--- src/rtl/io_rs232_tx.sv ---
// -----------------------------------------------------------------------------
// io_rs232_tx
//   Host-to-line RS-232 path. Drains one USB OUT endpoint buffer and sends it
//   as 8N1 UART frames on TXD: start 0, d0..d7 LSB first, stop 1. Each bit
//   lasts BAUD_DIV clk. The endpoint is re-armed after every packet, including
//   zero-length packets.
//
//   Optional feature macro: RS232_TX_CTS_EN
//     defined   : the start bit of each frame waits for cts (synchronised) = 1;
//                 once a frame has started it always completes.
//     undefined : cts is ignored and frames start immediately.
//
// Parameters
//   BAUD_DIV  clk cycles per UART bit (2..65535)
//   MAX_LEN   largest packet in bytes; longer buf_out_len values are clamped
//
// Ports
//   clk              in   sole clock
//   reset            in   synchronous active-high reset
//   buf_out_addr     out  [8:0] endpoint buffer read address
//   buf_out_q        in   [7:0] buffer read data, valid 2 clk after addr change
//   buf_out_len      in   [9:0] byte count of pending packet
//   buf_out_hasdata  in   packet pending (async, synchronised here)
//   buf_out_arm      out  1-clk pulse: packet consumed, re-arm endpoint
//   buf_out_arm_ack  in   endpoint acknowledges re-arm (async, synchronised)
//   cts              in   clear-to-send (async, synchronised; CTS build only)
//   txd              out  UART serial output, idle high
//   busy             out  FSM is not idle
//   bytes_sent       out  [15:0] completed frames, wraps silently
// -----------------------------------------------------------------------------
module io_rs232_tx #(
  parameter int BAUD_DIV = 434,
  parameter int MAX_LEN  = 512
) (
  input  logic        clk,
  input  logic        reset,
  output logic [8:0]  buf_out_addr,
  input  logic [7:0]  buf_out_q,
  input  logic [9:0]  buf_out_len,
  input  logic        buf_out_hasdata,
  output logic        buf_out_arm,
  input  logic        buf_out_arm_ack,
  input  logic        cts,
  output logic        txd,
  output logic        busy,
  output logic [15:0] bytes_sent
);

  localparam logic [15:0] BIT_LAST  = 16'(BAUD_DIV - 1);
  localparam logic [9:0]  MAX_LEN_L = 10'(MAX_LEN);
  localparam logic [3:0]  STOP_IDX  = 4'd9;

  typedef enum logic [3:0] {
    ST_IDLE, ST_LEN, ST_RD_0, ST_RD_1, ST_LOAD,
    ST_SHIFT, ST_NEXT, ST_ARM, ST_ARM_WAIT
  } state_e;

  state_e      state_q, state_d;
  logic [9:0]  len_q, len_d;
  // One bit wider than the port so a full 512-byte packet compares correctly.
  logic [9:0]  addr_q, addr_d;
  logic [7:0]  shreg_q, shreg_d;
  logic [15:0] cnt_q, cnt_d;
  logic [3:0]  bit_q, bit_d;
  logic [15:0] bytes_q, bytes_d;
  logic        arm_q, arm_d;
  logic        txd_q, txd_d;

  logic [1:0]  hasdata_sync_q;
  logic [1:0]  ack_sync_q;
  logic        hasdata_s;
  logic        arm_ack_s;

`ifdef RS232_TX_CTS_EN
  logic [1:0]  cts_sync_q;
  logic        cts_s;
  // Set once the current frame has been released by cts.
  logic        go_q, go_d;
  assign cts_s = cts_sync_q[1];
`else
  logic        unused_cts;
  assign unused_cts = cts;
`endif

  assign hasdata_s = hasdata_sync_q[1];
  assign arm_ack_s = ack_sync_q[1];

  // Line level for frame bit index 0..9 (0 = start, 1..8 = data, 9 = stop).
  function automatic logic frame_bit(input logic [3:0] idx, input logic [7:0] data);
    if (idx == 4'd0)          return 1'b0;
    else if (idx >= STOP_IDX) return 1'b1;
    else                      return data[idx[2:0] - 3'd1];
  endfunction

  always_comb begin
    // NOTE: every signal driven here gets a default first, so no path can
    // leave it unassigned and infer a latch.
    state_d = state_q;
    len_d   = len_q;
    addr_d  = addr_q;
    shreg_d = shreg_q;
    cnt_d   = cnt_q;
    bit_d   = bit_q;
    bytes_d = bytes_q;
`ifdef RS232_TX_CTS_EN
    go_d    = go_q;
`endif

    unique case (state_q)
      ST_IDLE: begin
        if (hasdata_s) begin
          len_d   = (buf_out_len > MAX_LEN_L) ? MAX_LEN_L : buf_out_len;
          addr_d  = '0;
          state_d = ST_LEN;
        end
      end
      ST_LEN:  state_d = (len_q == 10'd0) ? ST_ARM : ST_RD_0;
      // Two wait states cover the registered buffer RAM latency.
      ST_RD_0: state_d = ST_RD_1;
      ST_RD_1: state_d = ST_LOAD;
      ST_LOAD: begin
        shreg_d = buf_out_q;
        cnt_d   = BIT_LAST;
        bit_d   = 4'd0;
`ifdef RS232_TX_CTS_EN
        go_d    = 1'b0;
`endif
        state_d = ST_SHIFT;
      end
      ST_SHIFT: begin
`ifdef RS232_TX_CTS_EN
        // Hold the line idle with the bit counter frozen until cts is seen.
        if (!go_q) go_d = cts_s;
        else
`endif
        if (cnt_q != 16'd0) begin
          cnt_d = cnt_q - 16'd1;
        end else if (bit_q == STOP_IDX) begin
          bytes_d = bytes_q + 16'd1;
          addr_d  = addr_q + 10'd1;
          state_d = ST_NEXT;
        end else begin
          bit_d = bit_q + 4'd1;
          cnt_d = BIT_LAST;
        end
      end
      ST_NEXT:     state_d = (addr_q == len_q) ? ST_ARM : ST_RD_0;
      ST_ARM:      state_d = ST_ARM_WAIT;
      // hasdata is only looked at again after the endpoint acknowledges the
      // re-arm, so a stale hasdata cannot start a second pass over the packet.
      ST_ARM_WAIT: if (arm_ack_s) state_d = ST_IDLE;
      default:     state_d = ST_IDLE;
    endcase

    // Outputs are registered from next-state values: glitch-free, no extra lag.
    arm_d = (state_d == ST_ARM);
    txd_d = 1'b1;
`ifdef RS232_TX_CTS_EN
    if (state_d == ST_SHIFT && go_d) txd_d = frame_bit(bit_d, shreg_d);
`else
    if (state_d == ST_SHIFT) txd_d = frame_bit(bit_d, shreg_d);
`endif
  end

  always_ff @(posedge clk) begin
    // NOTE: sequential state uses non-blocking assignments only, so every
    // flop samples the pre-edge value of every other flop.
    if (reset) begin
      state_q        <= ST_IDLE;
      len_q          <= '0;
      addr_q         <= '0;
      shreg_q        <= '0;
      cnt_q          <= '0;
      bit_q          <= '0;
      bytes_q        <= '0;
      arm_q          <= 1'b0;
      txd_q          <= 1'b1;
      hasdata_sync_q <= '0;
      ack_sync_q     <= '0;
`ifdef RS232_TX_CTS_EN
      cts_sync_q     <= '0;
      go_q           <= 1'b0;
`endif
    end else begin
      state_q        <= state_d;
      len_q          <= len_d;
      addr_q         <= addr_d;
      shreg_q        <= shreg_d;
      cnt_q          <= cnt_d;
      bit_q          <= bit_d;
      bytes_q        <= bytes_d;
      arm_q          <= arm_d;
      txd_q          <= txd_d;
      hasdata_sync_q <= {hasdata_sync_q[0], buf_out_hasdata};
      ack_sync_q     <= {ack_sync_q[0], buf_out_arm_ack};
`ifdef RS232_TX_CTS_EN
      cts_sync_q     <= {cts_sync_q[0], cts};
      go_q           <= go_d;
`endif
    end
  end

  assign buf_out_addr = addr_q[8:0];
  assign buf_out_arm  = arm_q;
  assign txd          = txd_q;
  assign busy         = (state_q != ST_IDLE);
  assign bytes_sent   = bytes_q;

endmodule

--- config.mk ---
export PLATFORM = sky130hd
export DESIGN_NAME = io_rs232_tx
export DESIGN_NICKNAME = d
export VERILOG_FILES = /design/src/rtl/io_rs232_tx.sv
export SDC_FILE = /design/constraint.sdc
export NUM_CORES = 1
export LEC_CHECK = 0
export ABC_AREA = 1
export CORE_MARGIN = 2
export CORE_UTILIZATION = 55
export DETAILED_ROUTE_END_ITERATION = 12
export GPL_TIMING_DRIVEN = 0
export HOLD_SLACK_MARGIN = 0.08
export PLACE_DENSITY = 0.8
export RECOVER_POWER = 100
export SLEW_MARGIN = 20
export SYNTH_ARGS = -nofsm -noshare
export SYNTH_HDL_FRONTEND = slang
export SYNTH_SLANG_ARGS = --single-unit
--- constraint.sdc ---
create_clock -name clk -period 2.7 [get_ports clk]
set_input_delay 0.54 -clock clk [delete_from_list [all_inputs] [get_ports clk]]
set_output_delay 0.54 -clock clk [all_outputs]
set_load 0.01 [all_outputs]
* Yosys cells after proc, flatten, opt, wreduce, memory -nomap -nowiden
Index checks and enable logic that the tools add are counted.
Storage, ports and cells: bits of input ports 23, bits in registers 74, output and inout bits 28, word-level logic and storage cells 72
Operators by class: order comparisons 3, add/sub/neg operators 5, multiplexer cells 23, eq/ne operators 16, bitwise gates (word level) 2, reductions and logical operators 12
Operators with widths (number):
- 2-to-1 mux 10 bit | 4
- case mux 4 bit (9 select lines) | 1
- 2-to-1 mux 16 bit | 2
- case mux 16 bit (2 select lines) | 1
- == test 4 x 3 -> 1 bit (second input constant) | 6
- 2-to-1 mux 4 bit | 6
- case mux 10 bit (2 select lines) | 1
- adder 16 x 1 -> 16 bit (second input constant) | 1
- nonzero test 16 bit | 1
- subtractor 16 x 1 -> 16 bit (second input constant) | 1
- adder 10 x 1 -> 10 bit (second input constant) | 1
- == test 10 bit | 1
- > comparator 10 bit (second input constant) | 1
- logical NOT 10 bit | 1
- == test 4 x 2 -> 1 bit (second input constant) | 2
- == test 4 bit (second input constant) | 2
- logical NOT 4 bit | 2
- 2-to-1 mux 8 bit | 1
- case mux 4 bit (2 select lines) | 1
- 2-to-1 mux 3 bit | 2
- != test 2 bit (second input constant) | 3
- adder 4 x 1 -> 4 bit (second input constant) | 1
- == test 4 x 1 -> 1 bit (second input constant) | 1
- >= comparator 4 bit (second input constant) | 1
- other kinds (12) | 17

* Longest topological paths before layout
Gate-level depths: netlist of run 1.
depth in word-level cells 9, mapped depth 18, depth with buffers taken out 18

* Least setup slack after synthesis of run 1
OpenSTA, ideal clock, no wires.
path kind reg2reg, from reg cnt_q[0], to reg txd_q (netlist: txd), stages on the path, launching flop included 18, setup time 0.113 ns, buffers on the path 0, arrival 1.965 ns, setup slack 0.621 ns, required time 2.587 ns, cells stage by stage dfxtp_1 inv_1 ha_1 nand2_1 nor2_2 nand2_2 o21ai_2 nand2_2 nand2_2 a21oi_1 ha_1 inv_1 nand3_1 nand2_1 nand2_1 nand3_1 nand2_1 nand2_1
On the way: cells in the longest elaborated chain, start to end 8, elaborated cells on any way between the ends 15, those cells by class add/sub (1); order compare (1); eq/ne (1); mux (8); bitwise (1); reduce/logical (3)
RTL lines:
- from (decl) | RTL line 63 | logic [15:0] cnt_q, cnt_d;
- from (signal assigned) | RTL line 189 | cnt_q <= cnt_d;
- nonzero test 16 bit (*) | RTL line 136 | if (cnt_q != 16'd0) begin
- 2-to-1 mux 4 bit | RTL line 136
- case mux 4 bit (2 select lines) | RTL line 109 | unique case (state_q)
- subtractor 3 x 1 -> 3 bit | RTL line 92 | else return data[idx[2:0] - 3'd1];
- binary-select mux 1 bit (select 3 bit) | RTL line 92
- 2-to-1 mux 1 bit (implied by the code) | RTL line 92
- 2-to-1 mux 1 bit | RTL line 91 | else if (idx >= STOP_IDX) return 1'b1;
- 2-to-1 mux 1 bit | RTL line 90 | if (idx == 4'd0) return 1'b0;
- to (signal assigned) | RTL line 193 | txd_q <= txd_d;
- to (decl) | RTL line 67 | logic txd_q, txd_d;
Every way passes the cells marked *; elsewhere a longest branch is shown, timed or not. The select of a mux whose other input is x is not followed. A chain may end at the register's enable or synchronous reset.

* Worst setup path in the final report of run 1
from reg bit_q[0], to reg bytes_q[15] (netlist: bytes_sent[15])
On the way: cells in the longest elaborated chain, start to end 2
RTL lines:
- from (decl) | RTL line 64 | logic [3:0] bit_q, bit_d;
- from (signal assigned) | RTL line 190 | bit_q <= bit_d;
- == test 4 bit | RTL line 138 | end else if (bit_q == STOP_IDX) begin
- AND reduction 3 bit (no line)
- to (signal assigned) | RTL line 191 | bytes_q <= bytes_d;
- to (decl) | RTL line 65 | logic [15:0] bytes_q, bytes_d;
No other way between the ends.

==> results of run 1 <==
==> cells in the mapped netlist (4+ instances only) <==
master	number	share of area (%)
nand2_1	81	7.7
dfxtp_1	74	37
nor2_1	70	6.6
inv_1	67	6.4
a21oi_1	32	4.0
nand3_1	32	4.0
o21ai_0	31	3.9
nor3_1	16	2.0
buf_4	10	1.9
ha_1	9	2.8
nor2_2	9	1.4
nand2_2	8	1.3
xor2_1	8	1.8
a211oi_1	7	1.3
nand4_1	7	1.1
a31oi_1	6	0.95
clkbuf_1	6	0.57
nor4_1	6	0.95
inv_2	5	0.47
nor2_4	5	1.4
nor3_2	5	1.3
mux2i_1	4	1.0
o22ai_1	4	0.63
or2_0	4	0.63
==> cell type report <==
class / count / share of cell area (%)
Sequential cell: 74 / 31.4
Inverter: 74 / 5.95
Timing Repair Buffer: 49 / 10.4
Tap cell: 96 / 2.55
Clock inverter: 6 / 1.94
Clock buffer: 10 / 2.71
Buffer: 19 / 2.36
Multi-Input combinational cell: 376 / 42.7
==> worst max path at each step <==
stage / endpoint / from / cells after the start / slack [ns]
5_1_grt: bytes_sent[15]$_SDFFE_PP0P_ / bit_q[0]$_SDFF_PP0_ / 12 / 0.02
6_report: bytes_sent[15]$_SDFFE_PP0P_ / bit_q[0]$_SDFF_PP0_ / 12 / 0.21
4_1_cts: txd$_SDFF_PP1_ / cnt_q[0]$_SDFFE_PP0P_ / 17 / 0.27
3_3_place_gp: txd$_SDFF_PP1_ / cnt_q[0]$_SDFFE_PP0P_ / 17 / 0.33
3_5_place_dp: txd$_SDFF_PP1_ / cnt_q[0]$_SDFFE_PP0P_ / 17 / 0.30
2_1_floorplan: txd$_SDFF_PP1_ / cnt_q[0]$_SDFFE_PP0P_ / 17 / 0.62
==> power by group <==
group | total [mW] | internal, mW | leakage, nW | switching [mW]
clock network | 0.947 | 0.524 | 0.110 | 0.424
registers | 1.38 | 1.25 | 0.599 | 0.131
logic | 1.84 | 0.620 | 1.44 | 1.21
total | 4.16 | 2.39 | 2.15 | 1.77
==> placed cells by master (no fill, tap or decap), types with 9 or more instances in the layout <==
cell / count
clkdlybuf4s50_1: 20
clkbuf_8: 9
ha_1: 9
a21oi_1: 32
dfxtp_1: 74
nand3_1: 33
nor2_1: 76
nor3_1: 19
inv_1: 67
o21ai_0: 32
buf_4: 10
nand2_1: 84
dlygate4sd3_1: 29
==> worst min-delay path, stage by stage (launching register included) <==
cell	delay, ns
dfxtp_1	0.30
inv_1	0.04
nor2_1	0.03
==> flip-flops by register name (all words and copies together) (netlist names) <==
register / count
bit_q: 4
state_q: 4
ack_sync_q: 2
cnt_q: 16
buf_out_arm: 1
txd: 1
hasdata_sync_q: 2
bytes_sent: 16
shreg_q: 8
addr_q: 10
len_q: 10
==> layer usage <==
metal | GRT usage, % | vias up | part of all wire, %
met5 | 0 | - | 0
met4 | 10.6 | 0 | 2.5
met3 | 4.10 | 22 | 5.0
met2 | 40.0 | 118 | 47
met1 | 30.7 | 1715 | 45
li1 | - | 1896 | -
==> cells by family (layout without fill, tap and decap cells) <==
group / count (synthesis) / count (layout)
AO/OA/AOI/OAI: 88 / 88
XOR/XNOR: 11 / 11
adder cells (fa/ha/maj): 9 / 9
buffers and inverters: 93 / 158
flip-flops: 74 / 74
multiplexers: 4 / 4
AND/OR/NAND/NOR: 264 / 264
==> metrics by stage <==
stage | total power, mW | setup slack, ns | instances
floorplan | 2.85 | 0.621 | 543
global placement | 3.20 | 0.334 | 688
detailed placement | 3.25 | 0.303 | 688
CTS | 4.22 | 0.273 | 704
global route | 4.50 | 0.0156 | 704
finish | 4.16 | 0.207 | 704
==> run metrics, run 1 <==
Nets 635; Layout fillers 597; Area Growth Syn to Fin 19.1%; die area 7890 um^2; n_diodes 0; slew margin rel. 58.0%; Clock Latency Late Sink 0.35 ns; final hold violations 0; Worst Hold Launch ack_sync_q[0]$_SDFF_PP0_; drt first pass iters 8; Clock Skew 0.0132 ns; CP most frequent cell nor2_1; Top FF cell, synth dfxtp_1; setup tns final 0 ns; Synth Area in Compound Gates 12.5%; vias in the first global route 3490; #FFs+latches synth 74; grt total ovfl 0; CTS clock-pin slew for the worst setup and hold paths 0.08 ns; PortBufs 49; antenna violations before repair 0; Cells after Synth 543; final setup violation count 0; post-route DRC violation count 0; Rows 30; Starting DRT DRC Count 230; Async S/R FF share, synth 0%; post-synthesis sequential area ratio 37.4%; CP max-delay cell dfxtp_1; fin util 68.6%; FF+latch area 1480 um^2; # IOs 51; Via-to-Cell Ratio 5.33; DR vias 3751; Top delay family on crit path simple AND/OR/NAND/NOR gates; Post-CTS Repair Setup Buffers 0; Post-Route WL 9.01 mm; Chip Height 88.8 um; clk root buf clkbuf_8; first-pass GRT wire length 15.1 mm; Starting Density 57.6%; hold path endpoint ack_sync_q[1]$_SDFF_PP0_; CTS buffer count 9; critical path type register to register; Reg2Reg Setup Slack 0.21 ns; syn nets 575; HP Class register to register; Crit path largest cell delay 0.46 ns; core region area 6870 um^2; Chip Width 88.8 um; post-synthesis simple-gate area fraction 33.7%; WHS 0.403 ns; Worst Max-Slew Pin Slew 0.630 ns; Worst setup SP type register; Antenna Violating Nets Remaining 0; mux contribution to synthesized area 1.01%; post-synth cell types 47; EDFF count, synth 0; Overall Global Routing Usage 24.1%; PwrDens 883 nW/um^2; post_cts resized 0; Worst R2R Start bit_q[0]$_SDFF_PP0_; Crit Reg-Reg Endpoint bytes_sent[15]$_SDFFE_PP0P_; Hold Buf Count CTS 0; Adder-Cell Fraction of Synth Area 2.84%; WP data arrival 2.75 ns; Syn Std Cell Area 3960 um^2; Placed Area 4570 um^2; CP Max Fanout 7; routed len/inst 12.8 um; final design area excluding fillers 4710 um^2; WP buf/inv 1; Final Cycle Share 92.3%; Hold Crit Depth 2; outcome finished, final reports clean; proportion of layout cells with a drive suffix above 1 9.87%; yosys warns 0; Final Slew Violations 0; Max Cap Viol 0; multi-input logic area 2010 um^2; Avg Cell Area, Syn 7.29 um^2; largest net degree at the start of global routing 14; largest family of logic cells by synthesized area simple AND/OR/NAND/NOR gates; Lkg Pwr 2.15 nW; FMAX 0.401 GHz; CP Cell Sequence ha_1 -> nand3_2 -> nor2_1 -> nand3_1 -> clkinvlp_2 -> nand2_1 -> nor2_8 -> nand4_4 -> nor2_1 -> nand3b_1 -> nand2_1 -> nor2_1; Crit. End Element register; R2R cell count 12; CTS Buffer Depth 2; Crit path required time 2.96 ns; RSZ-0062 raised after global routing no; H-tree depth 3; xor and xnor area share after synthesis 2.43%; GPL Wtd Cong 0.898; Final min period 2.49 ns; CTS tree built; IR drop worst, VDD 0.659 mV; DP Wirelength 6.61 mm; CTS sink cnt 74
Note: power is estimated with default switching activity, not from simulation.
==> run 2: changes to the inputs <==
Clock period 2.7 ns to 2.3 ns, I/O delays scaled along.
==> run 2 against run 1 <==
Compared with the run above:
- utilization is 2.0 points higher
- first-iteration DRC count unchanged
- register-to-register slack lost 0.11 ns
- global-route usage barely moved
- sequential power rose by 17%
- clock power up 18%
- hold slack hardly changed
- combinational power grew 35%
- cell count up 0.71%
- cell area is 2.9% higher
- critical path type unchanged
- largest cell class unchanged
- highest routed layer unchanged
==> run metrics, run 2 (synthesis results as in run 1) <==
Nets 640 (+0.79%); CTS buffer count 9 (unchanged); proportion of layout cells with a drive suffix above 1 13.5% (+3.7 points); Chip Width 88.8 um (unchanged); GR Util met1 30.6% (-0.058 points); grt total ovfl 0 (unchanged); final setup violation count 0 (unchanged); WHS 0.403 ns (+0.0000980 ns); DR vias 3760 (+0.24%); Area Growth Syn to Fin 22.6%; Final Worst Setup Slack 0.0948 ns (-0.113 ns); PortBufs 49 (unchanged); Clock Skew 0.0134 ns (+0.000217 ns); Via-to-Cell Ratio 5.30 (-0.47%); most used routing layer met2; Starting Density 57.6% (unchanged); FMAX 0.453 GHz (+13%); Lkg Pwr 2.22 nW (+3.2%); met3 Track Usage GR 4.10% (unchanged); Starting DRT DRC Count 230 (unchanged); Antenna Violating Nets Remaining 0 (unchanged); R2R cell count 14 (+2); Hold Crit Depth 2 (unchanged); Overall Global Routing Usage 24.1% (about the same); worst setup path start state_q[2]$_SDFF_PP0_; slew margin rel. 58.6% (+0.62 points); Post-Place Setup Slack -0.0970 ns (-0.400 ns); CTS sink cnt 74 (unchanged); Worst Max-Slew Pin Slew 0.620 ns (-0.00931 ns); die area 7890 um^2 (unchanged); Crit path required time 2.54 ns (-0.42 ns); Worst Hold Launch hasdata_sync_q[0]$_SDFF_PP0_; CTS Buffer Depth 2 (unchanged); CTS clock-pin slew for the worst setup and hold paths 0.09 ns (about the same); Final min period 2.21 ns (-0.287 ns); HP Class register to register; Reg2Reg Setup Slack 0.09 ns (-0.11 ns); CTS tree built; n_diodes 0 (unchanged); Max Cap Viol 0 (unchanged); outcome finished, final reports clean; post-route DRC violation count 0 (unchanged); Chip Height 88.8 um (unchanged); Clock Latency Late Sink 0.35 ns (about the same); final hold violations 0 (unchanged); hold path endpoint hasdata_sync_q[1]$_SDFF_PP0_; DP Cell Count 688 (unchanged); PwrDens 1080 nW/um^2 (+22%); largest net degree at the start of global routing 14 (unchanged); IR drop worst, VDD 0.778 mV (+18%); FF+latch area 1480 um^2 (about the same); drt first pass iters 5 (-3); met2 usage 40.0% (unchanged); core region area 6870 um^2 (unchanged); critical path type register to register; Final Total Pwr 5.22 mW (+25%); commonest cells after routing, fill and taps aside nand2_1 (83), dfxtp_1 (73), nor2_1 (72), inv_1 (65); Post-Route WL 9.25 mm (+2.7%); first-pass GRT wire length 15.0 mm (about the same); clk root buf clkbuf_8; Worst setup SP type register; setup tns final 0 ns (unchanged); vias in the first global route 3500 (+0.29%); multi-input logic area 2110 um^2 (+4.7%); H-tree depth 3 (unchanged); # IOs 51 (unchanged); WP data arrival 2.44 ns (-0.31 ns); commonest non-fill, non-tap cell in the layout nand2_1; DP Wirelength 6.61 mm (unchanged); Final Slew Violations 0 (unchanged); CP Max Fanout 6 (-1); Final Cycle Share 95.9% (+3.6 points); Crit. End Element register; Finished Layout Cells 709 (+0.71%); Rows 30 (unchanged); routed len/inst 13.0 um (+1.9%); antenna violations before repair 0 (unchanged); Crit Reg-Reg Endpoint txd$_SDFF_PP1_; GPL Wtd Cong 0.898 (unchanged); Worst R2R Start state_q[2]$_SDFF_PP0_; Layout fillers 575 (-3.7%)
[run 2: cell types whose count changed in the layout (fill, tap and decap cells not counted), moves of 2 or more]
cell / change
buf_4: +5
ha_1: -2
inv_1: -2
inv_2: +3
nand2_4: +2
nand3_1: -2
nor2_1: -4
nor2_4: +3
nor3_1: -4
nor3_2: +3
[run 2: worst max-delay path by stage]
| stage | to |
|---|---|
| 2_1_floorplan | txd$_SDFF_PP1_ |
| 3_3_place_gp | txd$_SDFF_PP1_ |
| 3_5_place_dp | txd$_SDFF_PP1_ |
| 4_1_cts | txd$_SDFF_PP1_ |
| 5_1_grt | txd$_SDFF_PP1_ |
| 6_report | txd$_SDFF_PP1_ |
[run 2: per-stage QoR]
step / instance area (um^2) / util [%]
floorplan: 3960 / -
global placement: 4570 / 66.5
detailed placement: 4570 / 66.5
CTS: 4800 / 69.9
global route: 4850 / 70.6
finish: 4850 / 70.6
[run 2: metal layers]
layer | part of all wire [%] | wire (um)
met2 | 47 | 4380
met3 | 5.9 | 548
met5 | 0 | 0
met1 | 44 | 4100
met4 | 2.3 | 216
[run 2: power by group]
part | switching (mW) | internal (mW) | leakage [nW] | total, mW
logic | 1.56 | 0.918 | 1.51 | 2.48
clock network | 0.507 | 0.615 | 0.110 | 1.12
registers | 0.155 | 1.47 | 0.600 | 1.62
total | 2.22 | 3.00 | 2.22 | 5.22
[run 2: area by class of cell]
class	count	share of cell area [%]
multi-input cells	376	43.4
flip-flops and latches	74	30.6
repair buffers	54	10.9
inverters	74	5.78
clock buffers	10	2.63
well taps	96	2.48
plain buffers	19	2.40
clock inverters	6	1.88
[run 2: worst max-delay path, stage by stage, from the launching register on]
cell and delay [ns]:
dfxtp_1 0.40, nand2_1 0.11, inv_2 0.12, nand2_4 0.09, inv_2 0.15, o21ai_2 0.08, nand2_2 0.09, nand2_4 0.07
a21oi_2 0.26, ha_1 0.21, nand2_1 0.08, o21ai_0 0.21, nand3_1 0.11, nand2_1 0.08, nand2_1 0.05
[run 2: timing repair]
action / 4_1_cts / 5_1_grt
hold buffers: 0 / 0
gates resized for setup: 2 / 9
buffers inserted: 1 / 4
pin swaps: 1 / 3
endpoints found under the setup margin: 1 / 2
cloned: 0 / 0
hold endpoints to repair: 0 / 0
